File: src/rtl/gen_collector.sv
// gen_collector: launches a generator run, buffers its data beats in a
// DEPTH-entry FWFT circular FIFO and reports beat count and (optionally) sum.
// Optional feature macro: GEN_COLLECTOR_SUM_EN enables the running sum adder;
// without it the sum port is tied to zero.
module gen_collector #(
   parameter int unsigned WIDTH = 32,
   parameter int unsigned DEPTH = 8
) (
   input  logic             __clock,
   input  logic             __reset,
   input  logic             __start,
   input  logic [WIDTH-1:0] n,
   output logic             __done,
   output logic [WIDTH-1:0] gen_n,
   output logic             gen_start,
   output logic             gen_ready,
   input  logic             gen_valid,
   input  logic             gen_done,
   input  logic [WIDTH-1:0] gen_output_0,
   input  logic             rd_ready,
   output logic             rd_valid,
   output logic [WIDTH-1:0] rd_data,
   output logic [31:0]      count,
   output logic [WIDTH-1:0] sum
);

   localparam int unsigned AW = $clog2(DEPTH);

   localparam logic [1:0] StIdle    = 2'd0;
   localparam logic [1:0] StLaunch  = 2'd1;
   localparam logic [1:0] StCollect = 2'd2;
   localparam logic [1:0] StFinish  = 2'd3;

   localparam logic [AW:0] PtrOne = 1;

   logic [1:0]       state_q, state_d;
   logic [WIDTH-1:0] gen_n_q, gen_n_d;
   logic [31:0]      count_q, count_d;
   logic [AW:0]      wr_ptr_q, rd_ptr_q;
   logic [WIDTH-1:0] mem_q [DEPTH];
   logic             empty, full, push, pop, run_start;

   // Extra pointer MSB distinguishes full from empty when the indices match.
   assign empty = (wr_ptr_q == rd_ptr_q);
   assign full  = (wr_ptr_q[AW] != rd_ptr_q[AW]) &&
                  (wr_ptr_q[AW-1:0] == rd_ptr_q[AW-1:0]);

   assign run_start = (state_q == StIdle) && __start && empty;
   // gen_ready looks only at full, so a same-cycle pop never admits a push into a full buffer.
   assign gen_ready = (state_q == StLaunch) || ((state_q == StCollect) && !full);
   assign gen_start = (state_q == StLaunch);
   assign __done    = (state_q == StFinish);
   assign push      = (state_q == StCollect) && gen_valid && gen_ready && !gen_done;
   assign pop       = !empty && rd_ready;

   assign gen_n    = gen_n_q;
   assign count    = count_q;
   assign rd_valid = !empty;
   assign rd_data  = mem_q[rd_ptr_q[AW-1:0]];

   // Next-state logic for the run FSM, the latched argument and the beat counter.
   always_comb begin
      state_d = state_q;
      gen_n_d = gen_n_q;
      count_d = count_q;
      case (state_q)
         StIdle: begin
            if (run_start) begin
               state_d = StLaunch;
               gen_n_d = n;
               count_d = '0;
            end
         end
         StLaunch: state_d = StCollect;
         StCollect: begin
            // The done marker is a one-cycle event, so it is honoured even when full.
            if (gen_done) begin
               state_d = StFinish;
            end else if (push) begin
               count_d = count_q + 32'd1;
            end
         end
         StFinish: state_d = StIdle;
         default:  state_d = StIdle;
      endcase
   end

   // FSM, argument, counter and FIFO pointer registers.
   always_ff @(posedge __clock) begin
      if (__reset) begin
         state_q  <= StIdle;
         gen_n_q  <= '0;
         count_q  <= '0;
         wr_ptr_q <= '0;
         rd_ptr_q <= '0;
      end else begin
         state_q <= state_d;
         gen_n_q <= gen_n_d;
         count_q <= count_d;
         if (push) begin
            wr_ptr_q <= wr_ptr_q + PtrOne;
         end
         if (pop) begin
            rd_ptr_q <= rd_ptr_q + PtrOne;
         end
      end
   end

   // FIFO storage; left unreset since the pointers define validity.
   always_ff @(posedge __clock) begin
      if (push && !__reset) begin
         mem_q[wr_ptr_q[AW-1:0]] <= gen_output_0;
      end
   end

`ifdef GEN_COLLECTOR_SUM_EN
   logic [WIDTH-1:0] sum_q, sum_d;

   // Running wrap-around sum, cleared when a run is launched.
   always_comb begin
      sum_d = sum_q;
      if (run_start) begin
         sum_d = '0;
      end else if (push) begin
         sum_d = sum_q + gen_output_0;
      end
   end

   // Sum register.
   always_ff @(posedge __clock) begin
      if (__reset) begin
         sum_q <= '0;
      end else begin
         sum_q <= sum_d;
      end
   end

   assign sum = sum_q;
`else
   assign sum = '0;
`endif

endmodule

File: config.mk
export PLATFORM = sky130hd
export DESIGN_NAME = gen_collector
export DESIGN_NICKNAME = d
export VERILOG_FILES = /design/src/rtl/gen_collector.sv
export SDC_FILE = /design/constraint.sdc
export NUM_CORES = 1
export LEC_CHECK = 0
export CORE_ASPECT_RATIO = 1.4
export CORE_MARGIN = 4
export CORE_UTILIZATION = 50
export DETAILED_ROUTE_END_ITERATION = 12
export MAX_ROUTING_LAYER = met4
export PLACE_DENSITY = 0.75
export SETUP_SLACK_MARGIN = 0.1
export SLEW_MARGIN = 25
export SYNTH_ARGS = -nofsm -noshare
export SYNTH_HDL_FRONTEND = slang
export SYNTH_SLANG_ARGS = --single-unit
File: constraint.sdc
create_clock -name __clock -period 7.75 [get_ports __clock]
set_input_delay 1.9375 -clock __clock [delete_from_list [all_inputs] [get_ports __clock]]
set_output_delay 1.9375 -clock __clock [all_outputs]
set_load 0.02 [all_outputs]
# After elaboration in Yosys (flattened, before gate mapping)
# Memories as Yosys holds them, arrays and structs flattened. A register that Yosys moved wholly into a read port is not among the register bits.
# Cells that the tools add are included.
[word_totals]
reg_bits = 74
mem_bits_rw = 256
input_bits = 70
output_inout_bits = 132
n_memories = 1
[classes]
n_addsub = 3
eq_ne = 10
n_mux = 11
n_reduce_logical = 19
[memory_table]
columns = ["name", "words", "width", "rd", "rd_clocked_by_memory_dff", "write_ports", "line", "rtl"]
rows = [
  ["mem_q", 8, 32, 1, 1, 1, "40", "logic [WIDTH-1:0] mem_q [DEPTH];"],
]
[op_table]
columns = ["operator", "count"]
rows = [
  ["2-to-1 mux 32 bit", 3],
  ["case mux 32 bit (2 select lines)", 1],
  ["adder 32 x 1 -> 32 bit (second input constant)", 1],
  ["logical AND 1 bit", 9],
  ["adder 4 x 1 -> 4 bit (second input constant)", 2],
  ["!= test 2 bit (second input constant)", 4],
  ["case mux 2 bit (4 select lines)", 1],
  ["2-to-1 mux 3 bit", 2],
  ["equality test 2 bit (second input constant)", 2],
  ["equality test 4 bit", 1],
  ["zero test 1 bit", 4],
  ["2-to-1 mux 2 bit", 2],
  ["AND reduction 2 bit", 2],
  ["AND reduction 4 bit", 1],
  ["equality test 3 bit", 1],
  ["equality test 2 x 1 -> 1 bit (second input constant)", 1],
  ["zero test 2 bit", 1],
  ["2-to-1 mux 1 bit", 2],
  ["nonzero test 2 bit", 1],
  ["logical OR 1 bit", 1],
  ["!= test 1 bit", 1],
]

# Logic depth before layout (Yosys ltp)
[logic_depth]
depth_word = 10
ltp_mapped = 9

# Least setup slack after synthesis
# No wires, ideal clock.
[synth_path]
path_type = "input to register"
from = "input port gen_done"
to = "memory mem_q[4][0] (enable)"
setup_time_ps = 461
t_arrival_ps = 5094
required_time_ps = 7289
slack_ps = 2195
path_stages = 4
n_path_buf = 0
path_cell_list = "and3b_1 -> o21ai_0 -> or3b_2 -> nor3_1"
[synth_via]
elab_chain_len = 5
[synth_rtl]
columns = ["element", "line", "rtl"]
rows = [
  ["start: declaration", "18", "input logic gen_done,"],
  ["zero test 1 bit", "53", "assign push = (state_q == StCollect) && gen_valid && gen_ready && !gen_done;"],
  ["logical AND 1 bit", "53", ""],
  ["logical AND 1 bit", "111", "if (push && !__reset) begin"],
  ["2-to-1 mux 1 bit", "111", ""],
  ["2-to-1 mux 1 bit (not written as such)", "112", "mem_q[wr_ptr_q[AW-1:0]] <= gen_output_0;"],
  ["end: declaration", "40", ""],
]
# No other way between the ends.

==> metrics.txt <==
# TYPE chip_impl_metric gauge
chip_impl_info{name="run_status",value="finished, final reports clean"} 1
chip_impl_metric{name="p_total",unit="mW"} 4.17
chip_impl_metric{name="worstPathRequired",unit="ps"} 5810
chip_impl_metric{name="critical_path.max_stage_delay",unit="ps"} 790
chip_impl_info{name="crit_family",value="buffers and inverters"} 1
chip_impl_metric{name="net-switching-power",unit="mW"} 1.06
chip_impl_metric{name="antenna_found_initial",unit=""} 1
chip_impl_metric{name="die_w",unit="microns"} 146
chip_impl_metric{name="boundaryPins",unit=""} 202
chip_impl_metric{name="synth-async-reset-ratio",unit=""} 0
chip_impl_metric{name="post-synth-top-area-fraction",unit=""} 0.576
chip_impl_metric{name="first_global_vias",unit=""} 7783
chip_impl_metric{name="syn-cell-area",unit="sq um"} 13400
chip_impl_metric{name="combinationalPowerShare",unit=""} 0.163
chip_impl_metric{name="initialDrtViolationCount",unit=""} 348
chip_impl_metric{name="synth_edf_count",unit=""} 256
chip_impl_metric{name="grt_usage",unit=""} 0.185
chip_impl_metric{name="total_negative_setup_slacks",unit="ps"} 0
chip_impl_metric{name="cts-hold-fix-buffers",unit=""} 0
chip_impl_metric{name="final.fill_count",unit=""} 1904
chip_impl_metric{name="layout.nets",unit=""} 1080
chip_impl_metric{name="placement.setup.worst_slack",unit="ps"} 2860
chip_impl_info{name="slowest_stage",value="sky130_fd_sc_hd__dfxtp_4"} 1
chip_impl_metric{name="p_per_area",unit="nW/um^2"} 253
chip_impl_metric{name="synth.ff_latch_count",unit=""} 333
chip_impl_info{name="worstSetupEndpointType",value="output pin"} 1
chip_impl_metric{name="timing.critical_path.arrival",unit="ps"} 3410
chip_impl_info{name="cts.root.buffer_cell",value="sky130_fd_sc_hd__clkbuf_16"} 1
chip_impl_metric{name="cts_setup_buffers",unit=""} 0
chip_impl_metric{name="report.final.slew_viol_count",unit=""} 0
chip_impl_metric{name="ys_seq_area_frac",unit=""} 0.691
chip_impl_metric{name="power.internal",unit="mW"} 3.11
chip_impl_metric{name="final_antenna_net_count",unit=""} 0
chip_impl_metric{name="drtPass1Iterations",unit=""} 4
chip_impl_info{name="crit_chain",value="buf_4 -> mux4_2 -> mux2_2 -> clkdlybuf4s50_1"} 1
chip_impl_metric{name="post_synth.cell_area_avg",unit="sq um"} 16.1
chip_impl_metric{name="clock_tree.buffer_depth",unit=""} 3
chip_impl_metric{name="post-dp-hpwl",unit="microns"} 17200
chip_impl_metric{name="path_buf_inv",unit=""} 2
chip_impl_metric{name="via_per_inst",unit=""} 5.61
chip_impl_metric{name="detailroute.via_count",unit=""} 7570
chip_impl_metric{name="cts_inserted_buffers",unit=""} 31
chip_impl_metric{name="grt_pass1_wl",unit="microns"} 43000
chip_impl_metric{name="skew",unit="ps"} 24.1
chip_impl_metric{name="globalplace.congestion",unit=""} 0.741
chip_impl_metric{name="grt_overflow_total",unit=""} 0
chip_impl_metric{name="yosysWarnings",unit=""} 0
chip_impl_metric{name="fraction_of_final_layout_cells_sized_beyond_drive_strength_1",unit=""} 0.177
chip_impl_info{name="timing_worst_setup_path_type",value="reg2out"} 1
chip_impl_metric{name="cts_resized",unit=""} 0
chip_impl_metric{name="overall_routed_net_length",unit="microns"} 26900
chip_impl_metric{name="power_leakage",unit="nW"} 5.22
chip_impl_metric{name="critPathMaxFanout",unit=""} 33
chip_impl_metric{name="clk_pin_slew",unit="ps"} 60
chip_impl_metric{name="initial_core_util",unit=""} 0.510
chip_impl_metric{name="post-route-worst-setup-slack",unit="ps"} 2400
chip_impl_info{name="yosys_most_used_dff",value="sky130_fd_sc_hd__edfxtp_1"} 1
chip_impl_metric{name="remaining_drc_errors",unit=""} 0
chip_impl_info{name="synth_top_area_cell",value="sky130_fd_sc_hd__edfxtp_1"} 1
chip_impl_metric{name="layout_worst_path_cycle_share",unit=""} 0.690
chip_impl_info{name="min_path_type",value="reg2reg"} 1
chip_impl_metric{name="areaGrowthSynthToFinish",unit="%"} 23.3
chip_impl_metric{name="grt_start_max_net_pins",unit=""} 65
chip_impl_metric{name="vdd.ir_drop.worst",unit="mV"} 0.190
chip_impl_metric{name="fp.dieH",unit="microns"} 201
chip_impl_info{name="rsz0062_at_grt",value="no"} 1
chip_impl_metric{name="finalCriticalPeriod",unit="ps"} 5350
chip_impl_metric{name="die_area",unit="sq um"} 29400
chip_impl_metric{name="std_cell_rows",unit=""} 70
chip_impl_metric{name="core-area",unit="sq um"} 26200
chip_impl_metric{name="place.port_buffers",unit=""} 169
chip_impl_metric{name="clkPwrFrac",unit=""} 0.354
chip_impl_metric{name="timing.slew.headroom",unit=""} 0.347
chip_impl_metric{name="synth.distinct_cells",unit=""} 48
chip_impl_metric{name="setup_viol",unit=""} 0
chip_impl_metric{name="drv_cap",unit=""} 0
chip_impl_info{name="startpoint_type",value="flip-flop"} 1
chip_impl_metric{name="cts.sink_count",unit=""} 333
chip_impl_metric{name="hold-worst-slack",unit="ps"} 453
chip_impl_metric{name="fmax",unit="MHz"} 187
chip_impl_metric{name="tightest_slew",unit="ps"} 980
chip_impl_info{name="cts_tree",value="yes"} 1
chip_impl_metric{name="power.sequential.fraction",unit=""} 0.483
chip_impl_metric{name="htree_num_levels",unit=""} 1
chip_impl_metric{name="post_drt_wl_per_cell",unit="microns"} 19.9
chip_impl_info{name="synth.top_cells.by_area",value="sky130_fd_sc_hd__edfxtp_1, sky130_fd_sc_hd__dfxtp_1, sky130_fd_sc_hd__mux4_2, sky130_fd_sc_hd__mux2_2, sky130_fd_sc_hd__a21oi_1"} 1
chip_impl_metric{name="post_synth_inst_count",unit=""} 830
chip_impl_metric{name="worstSkewPairLatency",unit="ps"} 560
chip_impl_metric{name="hold_viol_final",unit=""} 0
chip_impl_metric{name="sw_frac_of_total",unit=""} 0.255
-- power groups by stage --
stage                     clock network (mW)  logic, mW  registers (mW)
after floorplan                            0      0.435            2.08
after global placement                     0      0.665            2.05
after detailed placement                   0      0.673            2.05
after CTS                               1.52      0.677            2.02
after global routing                    1.59      0.742            2.02
final                                   1.48      0.680            2.01
-- final cells by class --
| class | instances | area (sq um) | share of cell area |
|---|---|---|---|
| Sequential cell | 333 | 9240 | 0.561 |
| Antenna cell | 1 | 2.50 | 0.000152 |
| Timing Repair Buffer | 188 | 1980 | 0.121 |
| Clock inverter | 17 | 189 | 0.0115 |
| Inverter | 10 | 37.5 | 0.00228 |
| Tap cell | 324 | 405 | 0.0246 |
| Multi-Input combinational cell | 438 | 3810 | 0.231 |
| Clock buffer | 38 | 802 | 0.0487 |
-- kinds of logic after synthesis --
logic type	synth area share
other cells	0.000281
xor+xnor	0.00974
buf+inv	0.0374
compound gates	0.0487
simple gates	0.0689
flops	0.691
mux	0.136
fa+ha+maj	0.00750
-- cell usage after synthesis, types with 2 or more instances --
cell / number
sky130_fd_sc_hd__nor2_1: 18
sky130_fd_sc_hd__xor2_1: 9
sky130_fd_sc_hd__and3_1: 6
sky130_fd_sc_hd__and3_2: 2
sky130_fd_sc_hd__and4_1: 2
sky130_fd_sc_hd__or3_1: 4
sky130_fd_sc_hd__nor4_1: 3
sky130_fd_sc_hd__nand2_1: 74
sky130_fd_sc_hd__clkbuf_1: 32
sky130_fd_sc_hd__mux2i_1: 2
sky130_fd_sc_hd__a21oi_1: 66
sky130_fd_sc_hd__buf_4: 32
sky130_fd_sc_hd__dfxtp_1: 77
sky130_fd_sc_hd__buf_6: 5
sky130_fd_sc_hd__o21ai_0: 5
sky130_fd_sc_hd__edfxtp_1: 256
sky130_fd_sc_hd__o31ai_1: 27
sky130_fd_sc_hd__mux4_2: 64
sky130_fd_sc_hd__nand4_1: 12
sky130_fd_sc_hd__o211ai_1: 2
sky130_fd_sc_hd__ha_1: 8
sky130_fd_sc_hd__buf_1: 8
sky130_fd_sc_hd__mux2_2: 32
sky130_fd_sc_hd__inv_1: 9
sky130_fd_sc_hd__xnor2_1: 4
sky130_fd_sc_hd__a21o_1: 2
sky130_fd_sc_hd__buf_2: 3
sky130_fd_sc_hd__or4_1: 27
sky130_fd_sc_hd__nor3_1: 2
sky130_fd_sc_hd__nand3_1: 19
-- cell usage in the layout (no fill, tap or decap), types with 7 or more instances in the layout --
master and count:
sky130_fd_sc_hd__edfxtp_1 256, sky130_fd_sc_hd__clkdlybuf4s50_1 169, sky130_fd_sc_hd__nand2_1 74, sky130_fd_sc_hd__dfxtp_1 74, sky130_fd_sc_hd__a21oi_1 66, sky130_fd_sc_hd__mux4_2 64, sky130_fd_sc_hd__mux2_2 32, sky130_fd_sc_hd__conb_1 32
sky130_fd_sc_hd__clkbuf_16 31, sky130_fd_sc_hd__o31ai_1 27, sky130_fd_sc_hd__or4_1 27, sky130_fd_sc_hd__nand3_1 19, sky130_fd_sc_hd__nand4_1 12, sky130_fd_sc_hd__nor2_1 12, sky130_fd_sc_hd__inv_1 9, sky130_fd_sc_hd__xor2_1 9
sky130_fd_sc_hd__ha_1 8, sky130_fd_sc_hd__buf_4 8, sky130_fd_sc_hd__clkbuf_1 7
-- per-layer routing --
| layer | vias to the layer above | part of all wire | GRT usage |
|---|---|---|---|
| li1 | 3521 | - | - |
| met1 | 3800 | 0.39 | 0.228 |
| met2 | 213 | 0.53 | 0.318 |
| met3 | 36 | 0.062 | 0.0401 |
| met4 | 0 | 0.020 | 0.0397 |
| met5 | - | 0 | - |
-- worst paths after layout --
path | from | endpoint | slack (ps) | depth (start not counted)
worst max-delay path | flip-flop | rd_data[5] | 2400 | 4
worst max register to register | state_q[0] | mem_q[7][11] | 4770 | 8
worst min register to register | gen_n[8] | gen_n[8] | 450 | 2
worst min-delay path | gen_n[8] | gen_n[8] | 450 | 2
-- stage by stage --
step                utilization  instances  area [sq um]
floorplan                     -        861         13500
global placement          0.582       1282         15200
detailed placement        0.590       1292         15400
CTS                       0.628       1347         16400
global route              0.629       1349         16500
finish                    0.629       1349         16500
-- flip-flops by register name (all words and copies together) (netlist names), named ones only --
name / count
count: 32
gen_n: 32
state_q: 2
mem_q: 256
wr_ptr_q: 4
rd_ptr_q: 4
-- worst reg2reg max path: cells and delay by family, from the launching register on --
family,cells,cell delay [ps]
fa+ha+maj,1,320
flops,1,340
simple gates,3,1300
compound gates,1,210
buf+inv,3,500
(Power assumes the default switching activity.)
==> RTL edit 1: new RTL, same flow settings <==
The parameter `DEPTH` goes from 8 to 4.
--- a/src/rtl/gen_collector.sv
+++ b/src/rtl/gen_collector.sv
@@ -6,3 +6,3 @@
    parameter int unsigned WIDTH = 32,
-   parameter int unsigned DEPTH = 8
+   parameter int unsigned DEPTH = 4
 ) (
Formal check against the unedited RTL: no difference found for any inputs over 4 cycles, from zero or initial values and one cycle with __reset high; that may be too few to reach the edited logic, so the function may still have changed.
==> RTL edit 1 against the unedited design <==
  * Sequential cell count shrank 131
  * Wire length shrank 34%
  * Clock skew shrank 0.013 ns
  * Synthesized cell count shrank 27%
  * Setup slack gained 0.91 ns
  * Final area shrank 36%
  * Power shrank 36%
  * Utilization grew 3.8 points
  * Area after synthesis shrank 39%
  * Hold slack is essentially flat
==> RTL edit 1: results (changes against the unedited design) <==
number of global-route vias before repair 5545 (-29%); total wire length 17700 um (-34%); Slowest cell on crit path mux4_2; largest net degree at the start of global routing 44 (-32%); max reg flops 128 (-50%); final setup vio count 0 (unchanged); worst clock skew 0.0106 ns (-0.0134 ns); status finished, final reports clean; top post-synthesis cells by area edfxtp_1 (47%), dfxtp_1 (18%), mux4_2 (8.9%); Worst-Margin Slew 0.915 ns (-0.0643 ns); post-synthesis adder-cell area fraction 1.69% (+0.94 points); commonest non-fill, non-tap cell in the layout clkdlybuf4s50_1; Max FO, Critical Path 32 (-3.0%); CP peak stage delay 0.60 ns (-0.19 ns); Final nets 858 (-21%); Seq/Total Area, Yosys 65.5% (-3.7 points); antenna diode count 0 (-1); Synth Area in Compound Gates 7.47% (+2.6 points); clk_lat worst skew 0.48 ns (-0.08 ns); most frequent cells after synthesis edfxtp_1 (128), nand2_1 (85), dfxtp_1 (74); hpwl dp 11900 um (-31%); Post-Synth XOR/XNOR Area 1.08% (+0.10 points); Cell Area, Placed 0.00988 sq mm (-36%); placed insts 950 (-26%); Worst Path Arrival 2.49 ns (-0.92 ns); CTS Buf Count 20 (-35%); leakage power 3.43 nW (-34%); peak supply drop 0.000240 V (+26%); 1st-iter DRT viols 241 (-31%); total track usage 19.6% (+1.1 points); drt via density 5.45 (-2.9%); first-pass GRT wire length 28400 um (-34%); synthesized instance count 610 (-27%); Sw Share 26.9% (+1.4 points); fraction of layout cells with a size suffix above 1 9.61% (-8.1 points); pre-CTS WS 3.33 ns (+0.474 ns)
-- RTL edit 1: cell count changes after synthesis, sizes merged, moves of 8 or more --
cell / change
mux2: -32
mux4: -32
clkbuf: -13
edfxtp: -128
o31ai: -20
nand2: +11
or3: +13
o21ai: +15
buf: -8
or4: -21
-- RTL edit 1: power groups by stage --
stage / Clock [mW] / Sequential (mW) / Combinational (mW)
2_1_floorplan: 0 / 1.27 / 0.290
4_1_cts: 0.968 / 1.21 / 0.526
6_report: 0.945 / 1.21 / 0.523
3_3_place_gp: 0 / 1.23 / 0.507
3_5_place_dp: 0 / 1.24 / 0.522
5_1_grt: 1.01 / 1.22 / 0.566
-- RTL edit 1: layer usage --
| metal | routed length (um) | part of all wire (%) | GRT usage, % |
|---|---|---|---|
| met5 | 0 | 0 | - |
| met2 | 9650 | 55 | 35.2 |
| met4 | 284 | 1.6 | 4.38 |
| met1 | 6770 | 38 | 22.7 |
| met3 | 991 | 5.6 | 3.31 |
-- RTL edit 1: final timing paths --
| check | endpoint | start | slack [ns] |
|---|---|---|---|
| hold / removal | gen_n[17]$_SDFFE_PP0P_ | gen_n[17]$_SDFFE_PP0P_ | 0.45 |
| setup reg to reg | count[17]$_SDFFE_PP0P_ | state_q[0]$_SDFFE_PP0P_ | 5.13 |
| hold reg to reg | gen_n[17]$_SDFFE_PP0P_ | gen_n[17]$_SDFFE_PP0P_ | 0.45 |
| setup / recovery | rd_data[25] | flip-flop | 3.32 |
-- RTL edit 1: layout make-up --
| class | count | area [sq um] |
|---|---|---|
| multi-input combinational | 365 | 2540 |
| tap | 196 | 245 |
| inverter | 15 | 56.3 |
| fill | 1168 | 5270 |
| sequential | 202 | 5330 |
| timing repair buffer | 173 | 1720 |
| clock buffer | 25 | 541 |
| clock inverter | 11 | 109 |
==> RTL edit 2: new RTL, same settings <==
Without the edit above. Put one more register stage on the output `count`. The value now appears one clock later. The other outputs are not delayed to match.
--- a/src/rtl/gen_collector.sv
+++ b/src/rtl/gen_collector.sv
@@ -56,3 +56,5 @@
    assign gen_n    = gen_n_q;
-   assign count    = count_q;
+   always_ff @(posedge __clock) begin
+      count <= count_q;
+   end
    assign rd_valid = !empty;
Formal check against the unedited RTL: not equivalent (a bounded check fails within 4 cycles, from zero or initial values and one cycle with __reset high).
==> RTL edit 2 against the unedited design <==
  * Wire length rose by 3.8%
  * Sequential cell count rose by 32
  * Sequential share of layout area rose by 1.3 points
  * Power rose by 5.9%
  * Synthesized cell count rose by 6.3%
  * Non-clock buffer count fell by 6
  * Final area rose by 4.5%
  * Highest routed layer unchanged
  * Largest cell class unchanged
  * Area after synthesis rose by 5.4%
  * Clock power rose by 6%
  * Largest power group unchanged
  * Setup slack improved by 0.036 ns
==> RTL edit 2: results (changes against the unedited design) <==
Worst Path Arrival 3.37 ns (-0.04 ns); Hold Path Sink count[24]$_DFF_P_; Max FO, Critical Path 36 (+9.1%); GPL Wtd Cong 0.835 (+13%); Setup Fix Bufs, Post-CTS 0 (unchanged); H-tree depth 2 (+1); power share of the clock group 35.6% (+0.2 points); fraction of layout cells with a size suffix above 1 16.1% (-1.6 points); initial antenna violation count 2 (+1); # fillers 2043 (+7.3%); 1st-iter DRT viols 411 (+18%); first-pass GRT wire length 43600 um (+1.5%); drt via density 5.34 (-4.9%); clk root buf clkbuf_16; CP peak stage delay 0.82 ns (+0.03 ns); Crit Reg-Reg Startpoint wr_ptr_q[1]$_SDFFE_PP0P_; worst r2r path cells 6 (-2); pre-CTS WS 2.88 ns (+0.0197 ns); Flop pwr share 49.4% (+1.1 points); fin worst setup slack 2.44 ns (+0.0364 ns); leakage power 5.53 nW (+5.9%); CTS Buf Count 35 (+13%); status finished, final reports clean; Worst-Margin Slew 0.970 ns (-0.00922 ns); hold path cells 0 (-2); max reg flops 256 (unchanged); Internal Power 3.30 mW (+6.3%); Post-synth EDFFs 256 (unchanged); hpwl dp 17300 um (+0.18%); total track usage 18.6% (+0.048 points); Longest Clk Path Bufs 3 (unchanged); Yosys cell types 48 (unchanged); Initial Utilization 50.9% (-0.089 points); hold crit path type reg -> reg; post-cts sizing count 0 (unchanged); clk_lat worst skew 0.51 ns (-0.05 ns); Seq/Total Area, Yosys 70.1% (+0.99 points); top post-synthesis cells by area edfxtp_1 (55%), dfxtp_1 (15%), mux4_2 (10%); YS warnings 0 (unchanged); number of global-route vias before repair 7964 (+2.3%); FFs w/ async S/R, synth 0% (unchanged); R2R Setup Slk 4.73 ns (-0.04 ns); routed len/inst 19.2 um (-3.6%); Final nets 1133 (+4.9%); largest net degree at the start of global routing 50 (-23%); worst clock skew 0.0192 ns (-0.00485 ns); min-delay src count_q[24]$_SDFFE_PP0P_; Slowest cell on crit path dfxtp_4; 1st-pass router iterations 4 (unchanged); most frequent cells after synthesis edfxtp_1 (256), dfxtp_1 (109), nand2_1 (93); peak supply drop 0.000169 V (-11%); clock-pin transition on the worst setup and hold timing paths 0.06 ns (about the same); # port buffers 169 (unchanged); cell family with most CP delay buffers and inverters; worst r2r dst mem_q[3][23]$_DFFE_PP_
RTL edit 2: metrics by stage:
| stage | power (mW) | hold slack (ns) | cell area (sq um) | std cells | util, % |
|---|---|---|---|---|---|
| floorplan | 2.66 | 0.343 | 14200 | 913 | - |
| global placement | 2.88 | 0.355 | 16000 | 1384 | 58.0 |
| detailed placement | 2.89 | 0.358 | 16100 | 1387 | 58.3 |
| CTS | 4.46 | 0.372 | 17200 | 1449 | 62.1 |
| global route | 4.60 | 0.379 | 17200 | 1452 | 62.2 |
| finish | 4.42 | 0.373 | 17200 | 1453 | 62.2 |
RTL edit 2: metal layers:
metal	vias to the layer above	routed length, um	GRT usage, %
met1	3811	10900	22.7
li1	3649	-	-
met4	0	570	5.00
met5	-	0	-
met2	248	14800	32.1
met3	45	1610	3.25
RTL edit 2: worst max-delay path by stage:
stage               startpoint                     to  cells after the start
detailed placement   flip-flop             rd_data[6]                      4
global placement     flip-flop             rd_data[6]                      4
CTS                  flip-flop             rd_data[6]                      4
global route         flip-flop             rd_data[6]                      4
floorplan             gen_done  mem_q[0][0]$_DFFE_PP_                      5
finish               flip-flop            rd_data[14]                      4
RTL edit 2: kinds of logic (layout without fill, tap and decap cells):
logic type,after synthesis,count (layout),share of synthesized area [%]
buf+inv,87,254,3.40
mux,111,111,13.9
fa+ha+maj,8,8,0.711
xor+xnor,14,14,0.924
simple gates,203,203,6.95
other cells,1,35,0.0266
compound gates,93,93,4.02
flops,365,365,70.1
RTL edit 2: cell type report:
class / count / area share, %
flip-flops and latches: 365 / 57.4
clock inverters: 20 / 0.771
well taps: 370 / 2.69
inverters: 10 / 0.218
repair buffers: 182 / 10.9
multi-input cells: 461 / 22.7
diodes: 3 / 0.0436
clock buffers: 42 / 5.36
